[config.mk]
export PLATFORM = sky130hd
export DESIGN_NAME = backscatter_burst_scheduler
export DESIGN_NICKNAME = d
export VERILOG_FILES = /design/src/rtl/backscatter_burst_scheduler.sv
export SDC_FILE = /design/constraint.sdc
export NUM_CORES = 1
export LEC_CHECK = 0
export CORE_ASPECT_RATIO = 1.2
export CORE_MARGIN = 3
export CORE_UTILIZATION = 40
export CTS_CLUSTER_DIAMETER = 60
export DETAILED_ROUTE_END_ITERATION = 6
export PLACE_DENSITY_LB_ADDON = 0.25
export SYNTH_ARGS = -nofsm -noshare
export SYNTH_HDL_FRONTEND = slang
export SYNTH_SLANG_ARGS = --single-unit
[constraint.sdc]
create_clock -name clock_in -period 5.3 [get_ports clock_in]
set_input_delay 0.795 -clock clock_in [delete_from_list [all_inputs] [get_ports clock_in]]
set_output_delay 0.795 -clock clock_in [all_outputs]
set_load 0.05 [all_outputs]
[src/rtl/backscatter_burst_scheduler.sv]
// Backscatter burst sequencer: after an accepted packet detect, waits DELAY_CYCLES and then
// on-off-keys the shift-clock trigger with BITS_PER_BURST tag bits, each held for BIT_CYCLES.
//   state  | meaning
//   IDLE   | waiting for packet_detect
//   DELAY  | fixed delay before the first bit slot
//   ACTIVE | bit slots in progress, trigger carries the current bit
//   GUARD  | holdoff after a burst before re-arming
module backscatter_burst_scheduler #(
    parameter int DELAY_CYCLES   = 640,
    parameter int BIT_CYCLES     = 640,
    parameter int BITS_PER_BURST = 32,
    parameter int HOLDOFF_CYCLES = 1280,
    parameter int CNT_W          = 16
) (
    input  logic clock_in,
    input  logic reset,
    input  logic packet_detect,
    input  logic abort,
    input  logic bit_valid,
    input  logic bit_data,
    output logic bit_ready,
    output logic trigger_signal,
    output logic busy,
    output logic burst_done,
    output logic underrun
);
    typedef enum logic [1:0] {IDLE, DELAY, ACTIVE, GUARD} state_t;

    localparam logic [CNT_W-1:0] DELAY_LAST = CNT_W'(DELAY_CYCLES - 1);
    localparam logic [CNT_W-1:0] BIT_LAST   = CNT_W'(BIT_CYCLES - 1);
    localparam logic [CNT_W-1:0] BURST_LAST = CNT_W'(BITS_PER_BURST - 1);
    localparam logic [CNT_W-1:0] HOLD_LAST  = CNT_W'(HOLDOFF_CYCLES - 1);
    localparam logic [CNT_W-1:0] ONE        = CNT_W'(1);

    state_t           state_q, state_d;
    logic [CNT_W-1:0] cnt_q, cnt_d;
    logic [CNT_W-1:0] slot_q, slot_d;
    logic [CNT_W-1:0] idx_q, idx_d;
    logic             trig_q, trig_d;
    logic             busy_q, busy_d;
    logic             done_q, done_d;
    logic             under_q, under_d;
    logic             delay_end, slot_end, last_bit;

    assign delay_end = (state_q == DELAY) && (cnt_q == DELAY_LAST);
    assign slot_end  = (state_q == ACTIVE) && (slot_q == BIT_LAST);
    assign last_bit  = (idx_q == BURST_LAST);
    // The next bit is fetched on the edge that opens its slot, so the trigger only moves on slot boundaries.
    assign bit_ready = !abort && (delay_end || (slot_end && !last_bit));

    always_ff @(posedge clock_in or negedge reset) begin
        if (!reset) begin
            state_q <= IDLE;
            cnt_q   <= '0;
            slot_q  <= '0;
            idx_q   <= '0;
            trig_q  <= 1'b0;
            busy_q  <= 1'b0;
            done_q  <= 1'b0;
            under_q <= 1'b0;
        end else begin
            state_q <= state_d;
            cnt_q   <= cnt_d;
            slot_q  <= slot_d;
            idx_q   <= idx_d;
            trig_q  <= trig_d;
            busy_q  <= busy_d;
            done_q  <= done_d;
            under_q <= under_d;
        end
    end

    always_comb begin
        state_d = state_q;
        cnt_d   = cnt_q;
        slot_d  = slot_q;
        idx_d   = idx_q;
        trig_d  = trig_q;
        busy_d  = busy_q;
        done_d  = 1'b0;
        under_d = under_q;
        if (abort) begin
            state_d = IDLE;
            cnt_d   = '0;
            slot_d  = '0;
            idx_d   = '0;
            trig_d  = 1'b0;
            busy_d  = 1'b0;
        end else begin
            case (state_q)
                IDLE: begin
                    if (packet_detect) begin
                        state_d = DELAY;
                        cnt_d   = '0;
                        busy_d  = 1'b1;
                        under_d = 1'b0;
                    end
                end
                DELAY: begin
                    if (delay_end) begin
                        state_d = ACTIVE;
                        cnt_d   = '0;
                        slot_d  = '0;
                        idx_d   = '0;
                    end else begin
                        cnt_d = cnt_q + ONE;
                    end
                end
                ACTIVE: begin
                    if (slot_end) begin
                        slot_d = '0;
                        if (last_bit) begin
                            state_d = GUARD;
                            cnt_d   = '0;
                            idx_d   = '0;
                            trig_d  = 1'b0;
                            done_d  = 1'b1;
                        end else begin
                            idx_d = idx_q + ONE;
                        end
                    end else begin
                        slot_d = slot_q + ONE;
                    end
                end
                GUARD: begin
                    trig_d = 1'b0;
                    if (cnt_q == HOLD_LAST) begin
                        state_d = IDLE;
                        cnt_d   = '0;
                        busy_d  = 1'b0;
                    end else begin
                        cnt_d = cnt_q + ONE;
                    end
                end
                default: state_d = IDLE;
            endcase
            if (bit_ready) begin
                trig_d = bit_valid & bit_data;
                if (!bit_valid) under_d = 1'b1;
            end
        end
    end

    assign trigger_signal = trig_q;
    assign busy           = busy_q;
    assign burst_done     = done_q;
    assign underrun       = under_q;
endmodule

Yosys cells after proc, flatten, opt, wreduce, memory -nomap -nowiden
Index checks and enable logic that the tools add are counted.
- register bits: 54
- bits in latches: 0
- bits in writable memories: 0
- bits in read-only memories: 0
- bits of input ports: 6
- output and inout port bits: 5
- logic and storage cells: 82
- memories kept: 0
- $add $sub $neg: 3
- multiply operators: 0
- div/mod/pow operators: 0
- magnitude comparators: 0
- equal/unequal tests: 14
- shift-type cells: 0
- multiplexer cells: 39
- bitwise logic cells: 1
- reduce and logical (&&, ||, !) cells: 17
- operators by type and width (kind ; number):
    two-way mux 16 bit ; 12
    one-hot mux 16 bit (2 select lines) ; 2
    one-hot mux 16 bit (4 select lines) ; 1
    adder 16 x 1 -> 16 bit (second input constant) ; 3
    == test 16 x 10 -> 1 bit (second input constant) ; 2
    == test 16 x 11 -> 1 bit (second input constant) ; 1
    == test 16 x 5 -> 1 bit (second input constant) ; 1
    two-way mux 1 bit ; 15
    != test 3 bit (second input constant) ; 5
    two-way mux 2 bit ; 6
    AND reduction 3 bit ; 4
    != test 4 bit (second input constant) ; 2
    one-hot mux 2 bit (4 select lines) ; 1
    nonzero test 3 bit ; 2
    AND reduction 5 bit ; 1
    == test 2 bit (second input constant) ; 2
    logical AND 1 bit ; 4
    one-hot mux 1 bit (2 select lines) ; 2
    nonzero test 4 bit ; 1
    == test 2 x 1 -> 1 bit (second input constant) ; 1
    zero test 1 bit ; 2
    zero test 2 bit ; 1
    AND reduction 2 bit ; 1
    bitwise AND 1 bit ; 1
    logical OR 1 bit ; 1

Depth between registers and ports, before layout
- depth after elaboration: 7
- depth in mapped cells: 10
- depth with buffers taken out: 8

Least setup slack after synthesis
OpenSTA, ideal clock, no wires.
- path kind: register to output
- start: register slot_q[0]
- end: output bit_ready
- arrival: 1735 ps
- setup slack: 2770 ps
- stages on the path, launching flop included: 8
- cells stage by stage: dfrtp_1 -> ha_1 -> nand4_1 -> nor3_1 -> nand4_1 -> nand2b_1 -> a21o_1 -> inv_1
- cells in the longest elaborated chain, start to end: 5
- RTL lines (item ; line ; RTL):
    from (decl) ; 37 ; logic [CNT_W-1:0] slot_q, slot_d;
    from (signal assigned) ; 64 ; slot_q <= slot_d;
    == test 16 x 10 -> 1 bit ; 46 ; assign slot_end = (state_q == ACTIVE) && (slot_q == BIT_LAST);
    logical AND 1 bit ; 46 ;
    logical AND 1 bit ; 49 ; assign bit_ready = !abort && (delay_end || (slot_end && !last_bit));
    logical OR 1 bit ; 49 ;
    logical AND 1 bit ; 49 ;
    to (decl) ; 21 ; output logic bit_ready,
No other way between the ends.

Worst setup path in the final report
Ends and elaborated chain as after synthesis.

==> flow_summary.toml <==
[run_status]
status = "completed"

[cts]
clockRootBuffer = "clkbuf_8"
cts_hold_buffers = 0
cts_buffer_depth = 2
cts_resized = 0
ctsHtreeMaxLevel = 2
cts_tree = "built"
cts.sinks = 54
clock_latency_ns = 0.32
cts_buffers = 5
path_clk_slew_ns = 0.10
cts_setup_buffers = 0

[setup_path]
cp.arrival_ns = 2.83
required_ns = 4.51
reg2reg_to = "idx_q[3]"
r2r-start = "slot_q[12]"
cp_common_cell = "nand4_1"
r2r_cells = 6
r2r_slack_ns = 2.41
cp_max_fo = 5
worstSetupEndpointType = "output pin"
crit_slowest_cell = "clkdlybuf4s50_1"
cp-start-kind = "flop"
worst-path-buf-inv = 2
cp_top_family = "buffers and inverters"
critPathKind = "flop to output pin"
path_cells = "ha_1 -> nand4_1 -> nor3_1 -> nand4_1 -> nand2b_1 -> a21o_1 -> inv_1 -> clkdlybuf4s50_1"
max_stage_delay_ns = 0.79

[routing]
wl_met2_um = 3210
firstDrtPassIters = 5
routed_wl_um = 6800
routed-via-count = 2704
vias_per_cell = 5.83
drt-initial-drc-count = 119
wl_per_cell_um = 14.6
drt-met1-wl_um = 3360
ant_nets = 0
drc = 0
topRoutingLayerUsed = "met4"
wl_met3_um = 141

[final_layout]
layout_commonest_cell = "dfrtp_1"
n_fill_cell = 719
stdcell_area_um2 = 3440
drive_gt1_share_pct = 5.61
final_cell_mix = "dfrtp_1, o21ai_0, nand2_1"
area_delta_synth_final_pct = 8.62
antenna_cells = 0
final_nets = 386

[power]
netSwitchingFraction_pct = 35.9
ir_drop_mv = 0.144
power_density_nw_per_um2 = 314
p_switching_mw = 0.387
pwr-share-comb_pct = 32.0
pwr-share-clk_pct = 26.4
p_int_mw = 0.692
p_leak_nw = 1.41
p_seq_share_pct = 41.6

[sta]
setup_tns_ns = 0
period_share_pct = 68.4
rsz0062_at_grt = "false"
fin_skew_ns = 0.0152
final.min_clock_period_ns = 3.63
setup_viol = 0
slew-limit-headroom_pct = 47.5
tightest_slew_ns = 0.787
slew_violations = 0
hold_violations = 0
fmax_mhz = 276

[floorplanning]
initial_utilization_pct = 42.3
fp.dieH_um = 103
rows = 34
io_pins = 11
die_area_um2 = 9020
core_um2 = 7490
die-width_um = 87.2

[placement]
port_buffers = 10
place_congestion = 0.788
dp_hpwl_um = 4760
placedInstanceArea_um2 = 3320

[logic_synthesis]
yosysSeqAreaShare_pct = 42.7
synth_top_cell_area_share_pct = 42.7
muxShareOfSynthArea_pct = 0
synth_xor_area_share_pct = 0
async_reset_ff_share_pct = 100
syn_area_um2 = 3160
synthSimpleGateAreaFrac_pct = 25.6
synth_top_family_by_area = "simple AND/OR/NAND/NOR gates"
syn_inst = 372
synth_edf_count = 0
synth_largest_area_cell = "dfrtp_1"
synthFlopType = "dfrtp_1"
synth_fa_ha_area_share_pct = 2.77
ys_ff_latch = 54
syn_nets = 385
syn_area_per_cell_um2 = 8.51
ys_types = 44
yosys_warnings = 0
synth_area_leaders = "dfrtp_1, o21ai_0, o31ai_1, nand2_1, nor2_1"
synth_compound_area_share_pct = 24.2

[min_path]
hold-path-endpoint = "idx_q[15]"
whs_path_depth = 1
min_from = "idx_q[15]"
hold_class = "flop to flop"

[grt]
grt_first_pass_wirelength_um = 11800
grt.overflow.total = 0
grt_pass1_vias = 2428
track_usage_pct = 16.0
antenna_found_initial = 0
grt_start_max_net_pins = 55

[run]
max-cap-violations = 0
==> layout make-up <==
type	instances	area (µm²)	share of cell area (%)
clock buffers	5	68.8	2.00
well taps	90	113	3.28
multi-input cells	281	1670	48.6
clock inverters	3	43.8	1.27
flip-flops and latches	54	1350	39.3
repair buffers	14	125	3.64
inverters	17	63.8	1.86
==> metrics by stage <==
step | worst slack [ns] | util, % | instances | hold slack (ns) | total power [mW]
finish | 1.67 | 45.9 | 464 | 0.508 | 1.08
global route | 1.43 | 45.9 | 464 | 0.520 | 1.15
CTS | 1.61 | 45.9 | 464 | 0.497 | 1.09
detailed placement | 1.87 | 44.4 | 456 | 0.479 | 0.799
global placement | 1.89 | 44.4 | 456 | 0.478 | 0.793
floorplan | 2.77 | - | 372 | 0.446 | 0.711
==> logic make-up after synthesis <==
logic type,count (synthesis)
compound gates,120
fa+ha+maj,7
buf+inv,37
flops,54
simple gates,154
==> sequential cells by signal, indices dropped and copies added, names as in the netlist <==
| register | count |
|---|---|
| cnt_q | 16 |
| idx_q | 16 |
| slot_q | 16 |
| state_q | 2 |
| burst_done | 1 |
| busy | 1 |
| trigger_signal | 1 |
| underrun | 1 |
==> how the worst max path moves through the flow <==
stage / from / to / cells after the start
final: slot_q[0] / bit_ready / 8
after global routing: slot_q[0] / bit_ready / 8
after CTS: slot_q[0] / bit_ready / 8
after detailed placement: abort / cnt_q[14] / 8
after global placement: abort / cnt_q[14] / 8
after floorplan: slot_q[0] / bit_ready / 7
==> power groups by stage <==
stage                     registers (mW)  logic [mW]  clock network [mW]
final                              0.449       0.346               0.285
after global routing               0.452       0.386               0.309
after CTS                          0.449       0.343               0.297
after detailed placement           0.457       0.341                   0
after global placement             0.456       0.337                   0
after floorplan                    0.459       0.251                   0
==> cells in the mapped netlist, types with 6 or more instances <==
cell / number
a22o_1: 6
nor2b_1: 8
inv_1: 17
ha_1: 7
nand4_1: 10
clkbuf_1: 14
nand3_1: 19
nand2_1: 38
o22ai_1: 6
and3_1: 6
a21oi_1: 15
nor2_1: 30
o31ai_1: 21
a21o_1: 6
nor3_1: 6
nand2b_1: 9
dfrtp_1: 54
o21ai_0: 48
==> metal layers <==
metal / track usage, % / vias to the layer above
met5: 0 / -
met4: 4.96 / 0
met3: 2.61 / 8
met2: 26.1 / 23
met1: 21.9 / 1294
li1: - / 1379
(Power assumes the default switching activity.)
==> patch 1, RTL diff (same flow settings) <==
Encoding of `state_t`: now one-hot (4 bits for 4 states).
--- a/src/rtl/backscatter_burst_scheduler.sv
+++ b/src/rtl/backscatter_burst_scheduler.sv
@@ -25,5 +25,5 @@
     output logic underrun
 );
-    typedef enum logic [1:0] {IDLE, DELAY, ACTIVE, GUARD} state_t;
+    typedef enum logic [3:0] {IDLE = 4'b0001, DELAY = 4'b0010, ACTIVE = 4'b0100, GUARD = 4'b1000} state_t;
 
     localparam logic [CNT_W-1:0] DELAY_LAST = CNT_W'(DELAY_CYCLES - 1);
Behaviour: same outputs for any inputs over 10 cycles, from zero or initial values and one cycle with reset low; not proved beyond that.
==> patch 1 against the original RTL <==
- design area is 3.2% higher
- critical path depth is 2 lower
- area after synthesis is 5.7% higher
- routed wire length is 12% higher
- sequential cell count is 2 higher
- setup slack worse by 0.17 ns
- largest cell class unchanged
- synthesized cell count is 0.81% lower
Power is not compared: it rests on default switching activity, and its combinational part moved more than twofold at a synthesized area within 25%.
==> patch 1: results (changes against the original RTL) <==
Hold path
  – Worst min-delay path class: register to register
  – WHS Endpoint: idx_q[4]$_DFFE_PN0P_
  – Hold wc startpoint: idx_q[4]$_DFFE_PN0P_

Setup path
  – CP max stage delay: 0.83 ns (+0.04 ns)
  – RR Endpoint: cnt_q[7]$_DFFE_PN0P_
  – Crit path max-delay cell type: clkdlybuf4s50_1
  – Cell family with most CP delay: simple AND/OR/NAND/NOR gates
  – Flop-to-flop setup slack: 2.27 ns (-0.14 ns)
  – Critical path data arrival time: 3.00 ns (+0.17 ns)
  – Worst-path fanout max: 15 (+10)

Cells and area
  – Nets: 375 (-2.8%)
  – Fin cells: 459 (-1.1%)
  – Top flop regs: cnt_q x16, idx_q x16, slot_q x16
  – Share of layout cells above drive strength 1: 5.45% (-0.17 points)

Synthesis
  – Synth Area in Compound Gates: 23.2% (-1.0 points)
  – Syn Nets: 378 (-1.8%)
  – Post-synthesis sequential area ratio: 41.9% (-0.77 points)
  – Netlist cell types: 62 (+41%)
  – Largest cells by area after synthesis: dfrtp_1, o21ai_0, nand3_1, nand2_1, nor2_1
  – Post-synthesis mux area share: 0.935% (+0.94 points)
  – Post-Synth XOR/XNOR Area: 0.524% (+0.52 points)
  – Post-synthesis adder-cell area fraction: 1.12% (-1.6 points)
  – Post-synthesis average cell area: 9.06 um^2 (+6.6%)
  – Leading cell types by count after synthesis: dfrtp_1, o21ai_0, nand2_1

Detailed routing
  – Vias/cell: 6.19 (+6.2%)
  – Avg WL per Cell: 16.6 um (+13%)
  – DRT iter0 DRCs: 147 (+24%)
  – First-pass DRT Iterations: 4 (-1)

Global route
  – GRT Overall Usage: 16.9% (+0.88 points)
  – First-pass GRT wire length: 13100 um (+11%)
  – Vias in the first global route: 2805 (+16%)
  – Largest net degree at the start of global routing: 57 (+3.6%)

Placed design
  – Dpl ws: 1.44 ns (-0.427 ns)
  – Area after DPL: 3460 um^2 (+4.1%)
  – Final Wtd Congestion: 0.875 (+11%)
  – DP Cell Count: 451 (-1.1%)
  – Detailed Place HPWL: 5160 um (+8.5%)

STA
  – Actual slew at the worst max-slew pin: 0.949 ns (+0.162 ns)
  – FMAX: 264 MHz (-4.4%)
  – Worst hold slack: 0.525 ns (+0.0173 ns)
  – Final Skew: 0.0103 ns (-0.00490 ns)

Outcome
  – Outcome: finished clean

Clock tree
  – Resized cells post-CTS: 0 (unchanged)

Power and ir drop
  – VDD IR-drop max: 0.128 mV
patch 1: cell types whose count changed after synthesis, sizes merged, moves of 7 or more:
cell / change
inv: -15
o31ai: -15
o21ai: -14
nor3: +12
o2bb2ai: +8
a221o: +7
patch 1: area by class of cell:
| cell class | instances | area (um^2) |
|---|---|---|
| sequential | 56 | 1400 |
| clock buffer | 6 | 72.6 |
| timing repair buffer | 11 | 103 |
| clock inverter | 2 | 12.5 |
| fill | 774 | 4340 |
| tap | 92 | 115 |
| inverter | 2 | 7.51 |
| multi-input combinational | 290 | 1830 |
patch 1: routing by layer:
layer,track usage (%),part of all wire [%]
met1,22.1,48
met2,28.1,49
met3,2.33,1.8
met4,5.74,1.5
met5,0,0
patch 1: power groups by stage:
stage	clock network [mW]	logic [mW]	registers, mW
floorplan	0	0.0529	0.462
global placement	0	0.0796	0.463
detailed placement	0	0.0806	0.463
CTS	0.247	0.0810	0.455
global route	0.264	0.0893	0.457
finish	0.239	0.0796	0.455
==> patch 2, RTL diff (config.mk and constraints unchanged) <==
Made on the original files. `CNT_W`: 16 -> 32.
--- a/src/rtl/backscatter_burst_scheduler.sv
+++ b/src/rtl/backscatter_burst_scheduler.sv
@@ -11,5 +11,5 @@
     parameter int BITS_PER_BURST = 32,
     parameter int HOLDOFF_CYCLES = 1280,
-    parameter int CNT_W          = 16
+    parameter int CNT_W          = 32
 ) (
     input  logic clock_in,
Check against the original RTL: same outputs for any inputs over 10 cycles, from zero or initial values and one cycle with reset low; that may be too few to reach the edited logic, so the function may still have changed.
==> patch 2 against the original RTL <==
- sequential power increased by 80%
- sequential cell count up 48
- worst hold slack got worse by 0.0081 ns
- design area grew 89%
- count of clock-buffer cells in the layout rose by 8
- synthesized cell count grew 87%
- routed wire length increased by 110%
- setup slack worse by 0.19 ns
- die area increased by 82%
- largest cell class unchanged
- area after synthesis grew 88%
- final cell count rose by 92%
- total power up 63%
- core utilization shrank 0.97 points
- largest power group unchanged
==> patch 2: results (changes against the original RTL) <==
Outcome
  – Outcome: finished clean

Global route
  – GRT Overall Usage: 18.2% (+2.1 points)
  – Largest net degree at the start of global routing: 61 (+11%)
  – GRT met2 Usage: 29.6% (+3.6 points)
  – Met3 Usage GRT: 3.09% (+0.47 points)
  – First-pass GRT wire length: 24800 um (+110%)
  – Met1 GRT Util: 24.5% (+2.6 points)
  – Vias in the first global route: 5017 (+110%)

Clock tree
  – Clk Latency, worst-skew pair: 0.35 ns (+0.03 ns)
  – Root buffer cell: clkbuf_16
  – CTS clock-pin slew for the worst setup and hold paths: 0.07 ns (-0.03 ns)
  – Clk sinks: 102 (+89%)
  – Number of buffers created by CTS: 9 (+4)
  – Max H-tree Level: 3 (+1)

Synthesis
  – Largest cells by area after synthesis: dfrtp_1, o21ai_0, nor2_1, nand2_1, nand3_1
  – Post-Synth XOR/XNOR Area: 2.79% (+2.8 points)
  – Leading cell types by count after synthesis: dfrtp_1, nor2_1, o21ai_0
  – Syn Nets: 707 (+84%)
  – Netlist cell types: 54 (+23%)
  – Post-synthesis mux area share: 1.51% (+1.5 points)
  – Synth Area in Compound Gates: 19.9% (-4.3 points)
  – Post-synthesis adder-cell area fraction: 1.47% (-1.3 points)
  – Post-synthesis sequential area ratio: 42.8% (+0.13 points)

Detailed routing
  – Met3 Wirelength: 613 um (+330%)
  – First-pass DRT Iterations: 5 (unchanged)
  – Avg WL per Cell: 16.3 um (+11%)
  – Metal2 WL: 6990 um (+120%)
  – DRT iter0 DRCs: 394 (+230%)
  – M1 wire length: 6690 um (+99%)
  – Vias: 5372 (+99%)

Placed design
  – Detailed Place HPWL: 9800 um (+110%)
  – Dpl ws: 1.67 ns (-0.198 ns)
  – Final Wtd Congestion: 0.835 (+6.0%)

Cells and area
  – Signal buf overhead: 2.54% (-1.1 points)
  – Multi-input combinational area share: 48.4% (-0.25 points)
  – Fillcell total: 1406 (+96%)
  – Count of multi-input gates: 531 (+89%)
  – Clock buf/inv share: 4.54% (+1.3 points)
  – Clock buf count: 13 (+8)
  – Nets: 701 (+82%)
  – FF/Latch Area: 2550 um^2 (+89%)
  – Top flop regs: cnt_q x32, idx_q x32, slot_q x32
  – Share of layout cells above drive strength 1: 5.78% (+0.17 points)
  – Inverters: 25 (+8)

Power and ir drop
  – VDD IR-drop max: 0.156 mV (+8.1%)
  – Leakage Power: 2.40 nW (+70%)

STA
  – Final Skew: 0.00691 ns (-0.00833 ns)
  – Relative slew slack: 30.8% (-17 points)

Flow run
  – MaxCap Viol Count: 0 (unchanged)

Setup path
  – Critical path data arrival time: 3.02 ns (+0.19 ns)
==> patch 2: worst max-delay path, stage by stage (launching register included) <==
cell	delay, ns
dfrtp_1	0.46
or4_1	0.56
nor3_2	0.23
and3_1	0.23
nand2_1	0.08
a2bb2oi_1	0.19
inv_1	0.11
clkdlybuf4s50_1	0.82
==> patch 2: through the flow <==
stage / utilization, % / hold WS, ns / std cells / cell area [um^2]
floorplan: - / 0.452 / 694 / 5960
detailed placement: 42.9 / 0.487 / 877 / 6210
global placement: 42.9 / 0.480 / 877 / 6210
CTS: 44.9 / 0.503 / 892 / 6500
global route: 44.9 / 0.534 / 892 / 6500
finish: 44.9 / 0.500 / 892 / 6500
==> patch 2: logic make-up after synthesis <==
kind of cell / count (synthesis)
adder cells (fa/ha/maj): 7
AO/OA/AOI/OAI: 188
flip-flops: 102
buffers and inverters: 61
AND/OR/NAND/NOR: 308
multiplexers: 9
XOR/XNOR: 19
==> patch 2: path summary, 6_finish.rpt <==
kind	end	depth (start not counted)	start	slack, ns
setup reg to reg	idx_q[22]$_DFFE_PN0P_	8	state_q[1]$_DFFE_PN0P_	1.83
min in group asynchronous	cnt_q[2]$_DFFE_PN0P_	1	reset	0.52
hold reg to reg	slot_q[4]$_DFFE_PN0P_	1	slot_q[4]$_DFFE_PN0P_	0.50
max in group asynchronous	slot_q[29]$_DFFE_PN0P_	2	reset	3.71
setup / recovery	bit_ready	7	cnt_q[18]$_DFFE_PN0P_	1.49
hold / removal	slot_q[4]$_DFFE_PN0P_	1	slot_q[4]$_DFFE_PN0P_	0.50
==> patch 2: power by group <==
part | internal, mW | switching, mW
clock | 0.368 | 0.288
combinational | 0.0830 | 0.210
sequential | 0.793 | 0.0149
